===== src/rtl/cmd_out_arbiter_if.sv =====
// Stream bundle for cmd_out_arbiter: the per-accelerator finish-notification inputs
// and the merged, TID-tagged command-out stream.
interface cmd_out_arbiter_if #(
    parameter int MAX_ACCS = 16,
    parameter int ACC_BITS = $clog2(MAX_ACCS)
);
    logic [64*MAX_ACCS-1:0] accStream_TDATA;
    logic [MAX_ACCS-1:0]    accStream_TVALID;
    logic [MAX_ACCS-1:0]    accStream_TLAST;
    logic [MAX_ACCS-1:0]    accStream_TREADY;

    logic [63:0]            outStream_TDATA;
    logic                   outStream_TVALID;
    logic                   outStream_TLAST;
    logic [ACC_BITS-1:0]    outStream_TID;
    logic                   outStream_TREADY;

    // The arbiter consumes the accelerator streams and drives the merged stream.
    modport master (
        input  accStream_TDATA,
        input  accStream_TVALID,
        input  accStream_TLAST,
        output accStream_TREADY,
        output outStream_TDATA,
        output outStream_TVALID,
        output outStream_TLAST,
        output outStream_TID,
        input  outStream_TREADY
    );

    modport slave (
        output accStream_TDATA,
        output accStream_TVALID,
        output accStream_TLAST,
        input  accStream_TREADY,
        input  outStream_TDATA,
        input  outStream_TVALID,
        input  outStream_TLAST,
        input  outStream_TID,
        output outStream_TREADY
    );
endinterface


===== src/rtl/cmd_out_arbiter.sv =====
// Packet-level round-robin merge of accelerator finish notifications into one
// TID-tagged stream; a granted source keeps the output until its TLAST beat is taken.
module cmd_out_arbiter #(
    parameter  int MAX_ACCS = 16,
    localparam int ACC_BITS = $clog2(MAX_ACCS)
) (
    input  logic              clk,
    input  logic              rst,
    cmd_out_arbiter_if.master bus,
    output logic [31:0]       pkt_count
);
    typedef enum logic {IDLE, LOCK} state_t;

    state_t              state;
    state_t              state_next;
    logic [ACC_BITS-1:0] sel;
    logic [ACC_BITS-1:0] last_grant;
    logic [ACC_BITS-1:0] winner;
    logic                hit;
    logic                slot_free;
    logic                accept;
    logic [MAX_ACCS-1:0] acc_ready;
    logic [63:0]         acc_data;
    logic [63:0]         out_data;
    logic                out_valid;
    logic                out_last;
    logic [ACC_BITS-1:0] out_tid;
    logic [31:0]         pkt_cnt;

    // Rotating index that wraps at MAX_ACCS, so unused encodings are never produced.
    function automatic logic [ACC_BITS-1:0] wrap_idx(input logic [ACC_BITS-1:0] base, input int k);
        return ACC_BITS'((int'(base) + k) % MAX_ACCS);
    endfunction

    assign slot_free = !out_valid || bus.outStream_TREADY;
    assign acc_data  = bus.accStream_TDATA[int'(sel)*64 +: 64];

    always_comb begin
        hit    = 1'b0;
        winner = '0;
        for (int k = 1; k <= MAX_ACCS; k++) begin
            if (!hit && bus.accStream_TVALID[wrap_idx(last_grant, k)]) begin
                hit    = 1'b1;
                winner = wrap_idx(last_grant, k);
            end
        end
    end

    // Ready only ever depends on state, sel and the output slot, never on any TVALID.
    always_comb begin
        state_next = state;
        acc_ready  = '0;
        accept     = 1'b0;
        case (state)
            IDLE: begin
                if (hit) state_next = LOCK;
            end
            LOCK: begin
                acc_ready[sel] = slot_free;
                accept         = bus.accStream_TVALID[sel] && slot_free;
                if (accept && bus.accStream_TLAST[sel]) state_next = IDLE;
            end
            default: state_next = IDLE;
        endcase
    end

    always_ff @(posedge clk or posedge rst) begin
        if (rst) state <= IDLE;
        else     state <= state_next;
    end

    always_ff @(posedge clk or posedge rst) begin
        if (rst) begin
            sel        <= '0;
            last_grant <= ACC_BITS'(MAX_ACCS - 1);
            out_data   <= '0;
            out_valid  <= 1'b0;
            out_last   <= 1'b0;
            out_tid    <= '0;
            pkt_cnt    <= '0;
        end else begin
            if (state == IDLE && hit) sel <= winner;
            if (accept) begin
                out_data  <= acc_data;
                out_last  <= bus.accStream_TLAST[sel];
                out_tid   <= sel;
                out_valid <= 1'b1;
                if (bus.accStream_TLAST[sel]) begin
                    last_grant <= sel;
                    pkt_cnt    <= pkt_cnt + 32'd1;
                end
            end else if (bus.outStream_TREADY) begin
                out_valid <= 1'b0;
            end
        end
    end

    assign bus.accStream_TREADY = acc_ready;
    assign bus.outStream_TDATA  = out_data;
    assign bus.outStream_TVALID = out_valid;
    assign bus.outStream_TLAST  = out_last;
    assign bus.outStream_TID    = out_tid;
    assign pkt_count            = pkt_cnt;
endmodule


===== src/flat_wrapper.sv =====
// flat-port wrapper written by rule: the top's interface ports become plain ports
module cmd_out_arbiter_flat 
#(
    parameter  int MAX_ACCS = 16,
    localparam int ACC_BITS = $clog2(MAX_ACCS)
)
  (clk, rst, pkt_count, bus_accStream_TDATA, bus_accStream_TVALID, bus_accStream_TLAST, bus_accStream_TREADY, bus_outStream_TDATA, bus_outStream_TVALID, bus_outStream_TLAST, bus_outStream_TID, bus_outStream_TREADY);
  cmd_out_arbiter_if #(.MAX_ACCS(MAX_ACCS)) bus_i ();
  input  logic clk;
  input  logic rst;
  output logic [31:0] pkt_count;
  input wire logic [$bits(bus_i.accStream_TDATA)-1:0] bus_accStream_TDATA;
  input wire logic [$bits(bus_i.accStream_TVALID)-1:0] bus_accStream_TVALID;
  input wire logic [$bits(bus_i.accStream_TLAST)-1:0] bus_accStream_TLAST;
  output wire logic [$bits(bus_i.accStream_TREADY)-1:0] bus_accStream_TREADY;
  output wire logic [$bits(bus_i.outStream_TDATA)-1:0] bus_outStream_TDATA;
  output wire logic [$bits(bus_i.outStream_TVALID)-1:0] bus_outStream_TVALID;
  output wire logic [$bits(bus_i.outStream_TLAST)-1:0] bus_outStream_TLAST;
  output wire logic [$bits(bus_i.outStream_TID)-1:0] bus_outStream_TID;
  input wire logic [$bits(bus_i.outStream_TREADY)-1:0] bus_outStream_TREADY;
  assign bus_i.accStream_TDATA = bus_accStream_TDATA;
  assign bus_i.accStream_TVALID = bus_accStream_TVALID;
  assign bus_i.accStream_TLAST = bus_accStream_TLAST;
  assign bus_accStream_TREADY = bus_i.accStream_TREADY;
  assign bus_outStream_TDATA = bus_i.outStream_TDATA;
  assign bus_outStream_TVALID = bus_i.outStream_TVALID;
  assign bus_outStream_TLAST = bus_i.outStream_TLAST;
  assign bus_outStream_TID = bus_i.outStream_TID;
  assign bus_i.outStream_TREADY = bus_outStream_TREADY;
  cmd_out_arbiter #(.MAX_ACCS(MAX_ACCS)) u_core (.clk(clk), .rst(rst), .bus(bus_i), .pkt_count(pkt_count));
endmodule

===== config.mk =====
export PLATFORM = sky130hd
export DESIGN_NAME = cmd_out_arbiter_flat
export DESIGN_NICKNAME = d
export VERILOG_FILES = /design/src/rtl/cmd_out_arbiter_if.sv /design/src/rtl/cmd_out_arbiter.sv /design/src/flat_wrapper.sv
export SDC_FILE = /design/constraint.sdc
export NUM_CORES = 1
export LEC_CHECK = 0
export ABC_AREA = 1
export CAP_MARGIN = 40
export CORE_AREA = 2 2 462 464
export CTS_CLUSTER_SIZE = 30
export DETAILED_ROUTE_END_ITERATION = 8
export DIE_AREA = 0 0 464 466
export GPL_ROUTABILITY_DRIVEN = 0
export PLACE_DENSITY = 0.35
export RECOVER_POWER = 100
export SETUP_SLACK_MARGIN = 0.1
export SYNTH_ARGS = -nofsm -noshare
export SYNTH_HDL_FRONTEND = slang
export SYNTH_SLANG_ARGS = --single-unit

===== constraint.sdc =====
create_clock -name clk -period 4.1 [get_ports clk]
set_input_delay 0.82 -clock clk [delete_from_list [all_inputs] [get_ports clk]]
set_output_delay 0.82 -clock clk [all_outputs]
set_load 0.02 [all_outputs]

==> summary.md, run 1 <==
| Metric | Value |
|---|---|
| Clk root buf | clkbuf_16 |
| Nets | 4011 |
| Worst-path clk slew | roughly 0.090 ns |
| Area growth from synthesis to final layout | 129% |
| Syn_area_per_cell | 6.86 sq um |
| Longest Clk Path Bufs | 2 |
| Ratio of final minimum period to clock period | 93.4% |
| Startpoint types | flip-flop |
| Worst path cell trace | inv_1 > nor2_4 > buf_16 > buf_6 > nand2_1 > nor2_1 > clkdlybuf4s50_1 |
| Leak Pwr | 9.98 nW |
| Share of cells above drive strength 1 | 5.26% |
| Top cell type's share of synthesized area | between 30 and 40% |
| # resized after CTS | 0 |
| Placed cell count | 5753 |
| DRC | 0 |
| Adder-Cell Fraction of Synth Area | less than 1% |
| Logic pwr share | 83.3% |
| Detailed Routing Iterations Pass 1 | 5 |
| Setup Skew | 0.0366 ns |
| Crit path DAT | 3.01 ns |
| Hold Crit Depth | 1 |
| Final count of negative-setup-slack endpoints | 0 |
| Antenna violations before repair | roughly 150 |
| Post-CTS Setup Inserts | 0 |
| Via count | 20.9k |
| Synth Register Bits | around 110 |
| Filler instances | roughly 24k |
| CP Class | reg -> out |
| Grt ovf | 0 |
| CTS Buf Count | 9 |
| H-tree levels | 3 |
| Vias in the first global route | 20.6k |
| Power per cell area | 630 nW/um^2 |
| Max-Cap Viols | 1 |
| TNS Setup | 0 ns |
| DRT iter0 DRCs | between 1.5k and 2k |
| XOR/XNOR share of the synthesized area | 2.67% |
| Compound-Gate Fraction of Synth Area | 46.4% |
| Die Height | 466 um |
| Max VDD drop | between 0.4 and 0.5 mV |
| Hold Violations, Final | 0 |
| Post-synthesis sequential area ratio | between 20% and 30% |
| Core Box Area | 211000 sq um |
| Ys Warns | 0 |
| Clock power frac | 6.7% |
| Element type at the critical path end | output pin |
| Syn Inst Count | 1813 |
| R2R depth | 9 |
| WP data required | between 3 and 4 ns |
| Largest family of logic cells by synthesized area | compound AO/OA/AOI/OAI gates |
| Post-route insts no fill | 5804 |
| Synth Cell Area | 12400 sq um |
| Hold Buf Count CTS | 0 |
| Sw frac | 62.1% |
| Sw power | about 11 mW |
| Slowest cell on crit path | clkdlybuf4s50_1 |
| Register area | 2780 sq um |
| Post-synthesis mux area share | 0% |
| Gr usage total | 15.7% |
| HPWL after detailed placement | 154000 um |
| Routed Antenna Nets | 0 |
| Worst skew pair latency | 0.47 ns |
| First-pass GRT wire length | 222000 um |
| Status | finished with violations |
| Final-report max-slew violation count | 64 |
| Ranking of synthesized cells by area | a22oi_1 (32%), dfrtp_1 (22%), a21oi_1 (11%), nand2_1 (6.8%), clkbuf_1 (4.3%) |
| Internal power | 6.81 mW |
| Initial Utilization | 5.88% |
| I/O Buffers | 1176 |
| Die width | 464 um |
| # rows | 169 |
| Tightest Pin Transition | around 1.7 ns |
| Vias/cell | 3.60 |
| Die area | 216000 sq um |
| RSZ-0062 raised after global routing | false |
| CP Max Fanout | between 40 and 50 |
| Simple-gate share of the synthesized area | between 20% and 30% |
| Min Clock Period, post-route | about 3.8 ns |
| Sequential share of power | between 10% and 20% |
| Syn nets | 2881 |
| Clk sinks | 111 |
| Detailed-route wire length per cell | 30.7 um |
| Area taken by multi-input logic gates | 8730 sq um |
| Worst slew margin | -15.8% |
| Slowest cell delay on critical path | around 0.62 ns |
| I/O pins | 1177 |
| CTS tree | built |
| Largest net degree at the start of global routing | about 100 |
| Total wire length | 178000 um |
| Yosys cell types | roughly 40 |
| Hold Path Class | reg -> reg |
| Failing checks | max-capacitance violations, max-slew violations |
| Achievable Freq | 261 MHz |
| Synth area leader | a22oi_1 |
## metal layers
layer | vias up | GRT usage, % | wire length [um]
met2 | 1216 | 27.5 | 86800
met3 | 290 | 5.08 | 14800
li1 | 9276 | - | -
met4 | 64 | 4.05 | 5550
met1 | 10000 | 18.3 | 70600
met5 | - | 0 | 437
## synth_stat cells, drive strengths merged
| cell type | instances |
|---|---|
| a22oi | 530 |
| a21oi | 267 |
| nand2 | 232 |
| clkbuf | 144 |
| dfrtp | 107 |
| nand3 | 105 |
| nor2 | 85 |
| o21ai | 82 |
| nor4 | 71 |
| inv | 68 |
| buf | 28 |
| xor2 | 25 |
| nand4 | 22 |
| xnor2 | 12 |
| ha | 9 |
| nor3 | 8 |
| dfstp | 4 |
| clkinv | 3 |
| a31oi | 2 |
| nand3b | 2 |
| o21a | 2 |
| a21boi | 1 |
| and2 | 1 |
| or2 | 1 |
| or3 | 1 |
| or3b | 1 |
## layout make-up
cell class                      count  area share [%]
Antenna cell                       35           0.307
Clock buffer                       10           0.804
Clock inverter                      6           0.299
Inverter                           71            1.05
Multi-Input combinational cell   1459            30.7
Sequential cell                   111            9.77
Tap cell                         2821            12.4
Timing Repair Buffer             1291            44.7
## critical path, delay by kind of cell, from the launching register on
family,cells,cell delay (ns)
buffers and inverters,4,1.35
AND/OR/NAND/NOR,3,0.73
flip-flops,1,0.42
## stage by stage
stage               setup WS (ns)  util [%]  instance area [sq um]  total power, mW  hold WS, ns
finish                      0.271      13.5                  28500             18.0        0.473
global route                0.140      13.5                  28400             19.3        0.504
CTS                         0.341      13.5                  28500             18.7        0.478
detailed placement          0.311      13.3                  28200             17.3        0.465
global placement            0.263      13.3                  28100             17.3        0.468
floorplan                   0.356         -                  12400             8.99        0.464
## path summary, 6_finish.rpt
check                                     start                             end  slack (ns)
setup / recovery                  u_core.sel[0]         bus_accStream_TREADY[9]        0.27
hold / removal             u_core.pkt_count[31]            u_core.pkt_count[31]        0.47
setup reg to reg                  u_core.sel[1]  u_core.bus.outStream_TDATA[25]        0.41
hold reg to reg            u_core.pkt_count[31]            u_core.pkt_count[31]        0.47
max in group asynchronous                   rst  u_core.bus.outStream_TDATA[42]        0.62
min in group asynchronous                   rst            u_core.pkt_count[30]        1.30
## power groups by stage
stage	Combinational, mW	Sequential, mW	Clock (mW)
global placement	15.4	1.84	0
global route	16.2	1.86	1.31
CTS	15.5	1.83	1.31
floorplan	6.84	2.15	0
detailed placement	15.5	1.85	0
finish	15.0	1.80	1.20
## flip-flops by register name, indices dropped and copies added, names as in the netlist
name / flops
u_core.sel: 4
u_core.state: 1
u_core.bus.outStream_TVALID: 1
u_core.pkt_count: 32
u_core.last_grant: 4
u_core.bus.outStream_TDATA: 64
u_core.bus.outStream_TLAST: 1
u_core.bus.outStream_TID: 4
## cell usage in the layout (no fill, tap or decap), drive strengths merged, types with 35 or more instances in the layout
| cell type | count |
|---|---|
| clkdlybuf4s50 | 1063 |
| a22oi | 530 |
| a21oi | 267 |
| nand2 | 232 |
| dlygate4sd3 | 113 |
| dfrtp | 107 |
| nand3 | 105 |
| buf | 96 |
| nor2 | 85 |
| o21ai | 82 |
| inv | 73 |
| nor4 | 71 |
| diode | 35 |
## kinds of logic after synthesis
family / count (synthesis)
adders and majority gates: 9
buffers and inverters: 243
xor gates and xnor gates: 37
AOI/OAI and AO/OA: 884
and+or+nand+nor: 529
DFF: 111
Note: power is estimated with default switching activity, not from simulation.
==> inputs of run 2 (changes only) <==
--- a/config.mk
+++ b/config.mk
@@ -6,13 +6,13 @@
 export NUM_CORES = 1
 export LEC_CHECK = 0
 export ABC_AREA = 1
-export CAP_MARGIN = 40
+export CAP_MARGIN = 20
 export CORE_AREA = 2 2 462 464
 export CTS_CLUSTER_SIZE = 30
 export DETAILED_ROUTE_END_ITERATION = 8
 export DIE_AREA = 0 0 464 466
 export GPL_ROUTABILITY_DRIVEN = 0
-export PLACE_DENSITY = 0.35
+export PLACE_DENSITY = 0.32
 export RECOVER_POWER = 100
 export SETUP_SLACK_MARGIN = 0.1
 export SYNTH_ARGS = -nofsm -noshare
==> run 2 against run 1 <==
Effect of this change: the flow still finishes with violations (max-capacitance violations, max-slew violations); global-route usage shrank 0.29 points; fmax shrank 1.3%; via count fell by 1.8%; sequential cell count unchanged; combinational power barely moved; sequential share of layout area is essentially flat; critical path depth down 1; worst setup slack got worse by 0.049 ns; largest power group unchanged.
==> summary.md, run 2 (synthesis results as in run 1) <==
| Metric | Value |
|---|---|
| Status | finished with violations |
| Failing checks | max-capacitance violations, max-slew violations |
| Vias in the first global route | 20.7k (+0.60%) |
| CP Max Fanout | 6 (-87%) |
| CTS Buf Count | 9 (unchanged) |
| Nets | 4004 (-0.17%) |
| Min Clock Period, post-route | 3.88 ns (+0.0489 ns) |
| CP Class | reg -> out |
| Die area | 216000 sq um (unchanged) |
| Post-route insts no fill | 5790 (-0.24%) |
| TNS Setup | 0 ns (unchanged) |
| H-tree levels | 3 (unchanged) |
| Slowest cell on crit path | dlygate4sd3_1 |
| Grt ovf | 0 (unchanged) |
| I/O pins | 1177 (unchanged) |
| CTS tree | built |
| RSZ-0062 raised after global routing | false |
| Initial Utilization | 5.88% (unchanged) |
| Die Height | 466 um (unchanged) |
| Element type at the critical path end | output pin |
| Crit path DAT | 3.06 ns (+0.05 ns) |
| Min Hold Slack | 0.485 ns (+0.0121 ns) |
| Final-report max-slew violation count | 81 (+27%) |
| Max reg flops | 64 (unchanged) |
| Worst slew margin | -28.7% (-13 points) |
| Reg2reg start | u_core.sel[1] |
| Post-layout util | 13.5% (-0.032 points) |
| Routed Antenna Nets | 0 (unchanged) |
| Top delay family on crit path | buffers and inverters |
| Power per cell area | 623 nW/um^2 (-1.2%) |
| Crit path launch | u_core.sel[1] |
| Die width | 464 um (unchanged) |
| Hold path start | u_core.bus.outStream_TDATA[56] |
| Worst path cell trace | nor2_4 > buf_4 > clkbuf_2 > nand2_1 > nor2_1 > dlygate4sd3_1 |
| Final count of negative-setup-slack endpoints | 0 (unchanged) |
| DRC | 0 (unchanged) |
| Worst-path clk slew | 0.09 ns (about the same) |
| Reg2Reg Setup Slack | 0.22 ns (-0.19 ns) |
| Crit path buf inv count | 3 (-1) |
| Detailed-route wire length per cell | 30.0 um (-2.2%) |
| # rows | 169 (unchanged) |
| Worst skew pair latency | 0.47 ns (about the same) |
| DRT iter0 DRCs | 1649 (+1.6%) |
| Via count | 20.5k (-1.8%) |
| Setup Skew | 0.0343 ns (-0.00225 ns) |
| Max VDD drop | 0.442 mV (+3.0%) |
| Hold Path Class | reg -> reg |
| Antenna violations before repair | 118 (-23%) |
| Total wire length | 174000 um (-2.5%) |
| Vias/cell | 3.54 (-1.5%) |
| Share of cells above drive strength 1 | 5.27% (+0.013 points) |
| HPWL after detailed placement | 150000 um (-2.6%) |
| Slowest cell delay on critical path | 0.75 ns (+0.13 ns) |
| Hold Crit Depth | 2 (+1) |
| Most common cell after layout, fill and taps aside | clkdlybuf4s50_1 |
| I/O Buffers | 1176 (unchanged) |
| First-pass GRT wire length | 219000 um (-1.2%) |
| Area growth from synthesis to final layout | 129% |
| Placed cell count | 5740 (-0.23%) |
| WP data required | 3.28 ns (about the same) |
| Clk sinks | 111 (unchanged) |
| Detailed Routing Iterations Pass 1 | 6 (+1) |
| Ratio of final minimum period to clock period | 94.6% (+1.2 points) |
| Hold Violations, Final | 0 (unchanged) |
| R2R depth | 8 (-1) |
| Startpoint types | flip-flop |
| Max-Cap Viols | 2 (+1) |
| Leak Pwr | 9.98 nW (about the same) |
| Most frequent cells in the layout | clkdlybuf4s50_1 (1059), a22oi_1 (530), a21oi_1 (267) |
| Clk root buf | clkbuf_16 |
| Hold Crit Endpoint | u_core.bus.outStream_TDATA[56] |
| Tightest Pin Transition | 1.92 ns (+0.183 ns) |
| Longest Clk Path Bufs | 2 (unchanged) |
| Gr usage total | 15.4% (-0.29 points) |
| Largest net degree at the start of global routing | 92 (-7.1%) |
| Achievable Freq | 258 MHz (-1.3%) |
| FF-to-FF End | u_core.bus.outStream_TDATA[22] |
| Core Box Area | 211000 sq um (unchanged) |
run 2: cell types whose count changed in the layout (fill, tap and decap cells not counted), moves of 4 or more:
cell,before,now
clkbuf_1,14,8
dlygate4sd3_1,113,117
clkdlybuf4s50_1,1063,1059
diode_2,35,28
run 2: metal layers:
layer	routed length (um)	vias to the layer above	GRT usage [%]
li1	-	9253	-
met1	67400	9890	18.0
met2	86700	1096	27.2
met3	16400	206	5.36
met4	2850	70	2.94
met5	460	-	0
run 2: metrics by stage:
step | total power [mW] | worst slack [ns] | cell area (sq um)
5_1_grt | 19.1 | 0.0920 | 28400
2_1_floorplan | 8.99 | 0.356 | 12400
3_3_place_gp | 17.1 | 0.468 | 28100
6_report | 17.7 | 0.222 | 28400
4_1_cts | 18.4 | 0.102 | 28400
3_5_place_dp | 17.0 | 0.458 | 28100
run 2: area by class of cell:
type | instances | area, sq um
Timing Repair Buffer | 1284 | 12700
Inverter | 71 | 295
Fill cell | 24400 | 183000
Clock inverter | 6 | 113
Sequential cell | 111 | 2780
Tap cell | 2821 | 3530
Clock buffer | 10 | 229
Antenna cell | 28 | 70.1
Multi-Input combinational cell | 1459 | 8720
run 2: worst max-delay path by stage:
stage	endpoint	slack [ns]	depth (start not counted)
2_1_floorplan	u_core.bus.outStream_TDATA[0]	0.36	1
3_3_place_gp	u_core.pkt_count[29]	0.47	14
3_5_place_dp	u_core.pkt_count[26]	0.46	14
4_1_cts	bus_accStream_TREADY[1]	0.10	6
5_1_grt	u_core.bus.outStream_TDATA[31]	0.09	8
6_report	bus_accStream_TREADY[0]	0.22	6
run 2: timing repair:
action / 4_1_cts / 5_1_grt
resized for setup: 0 / 0
endpoints found under the setup margin: 1 / 4
buffers inserted: 1 / 5
hold buffers: 0 / 0
pin swaps: 1 / 1
run 2: power by group:
group	switching [mW]	internal [mW]	leakage [nW]
clock	0.658	0.557	0.165
combinational	9.99	4.73	8.40
sequential	0.259	1.51	1.42
run 2: worst min-delay path, cell delays in order, from the launching register on:
cell and delay (ns):
dfrtp_1 0.34, nand2_1 0.05, o21ai_0 0.06
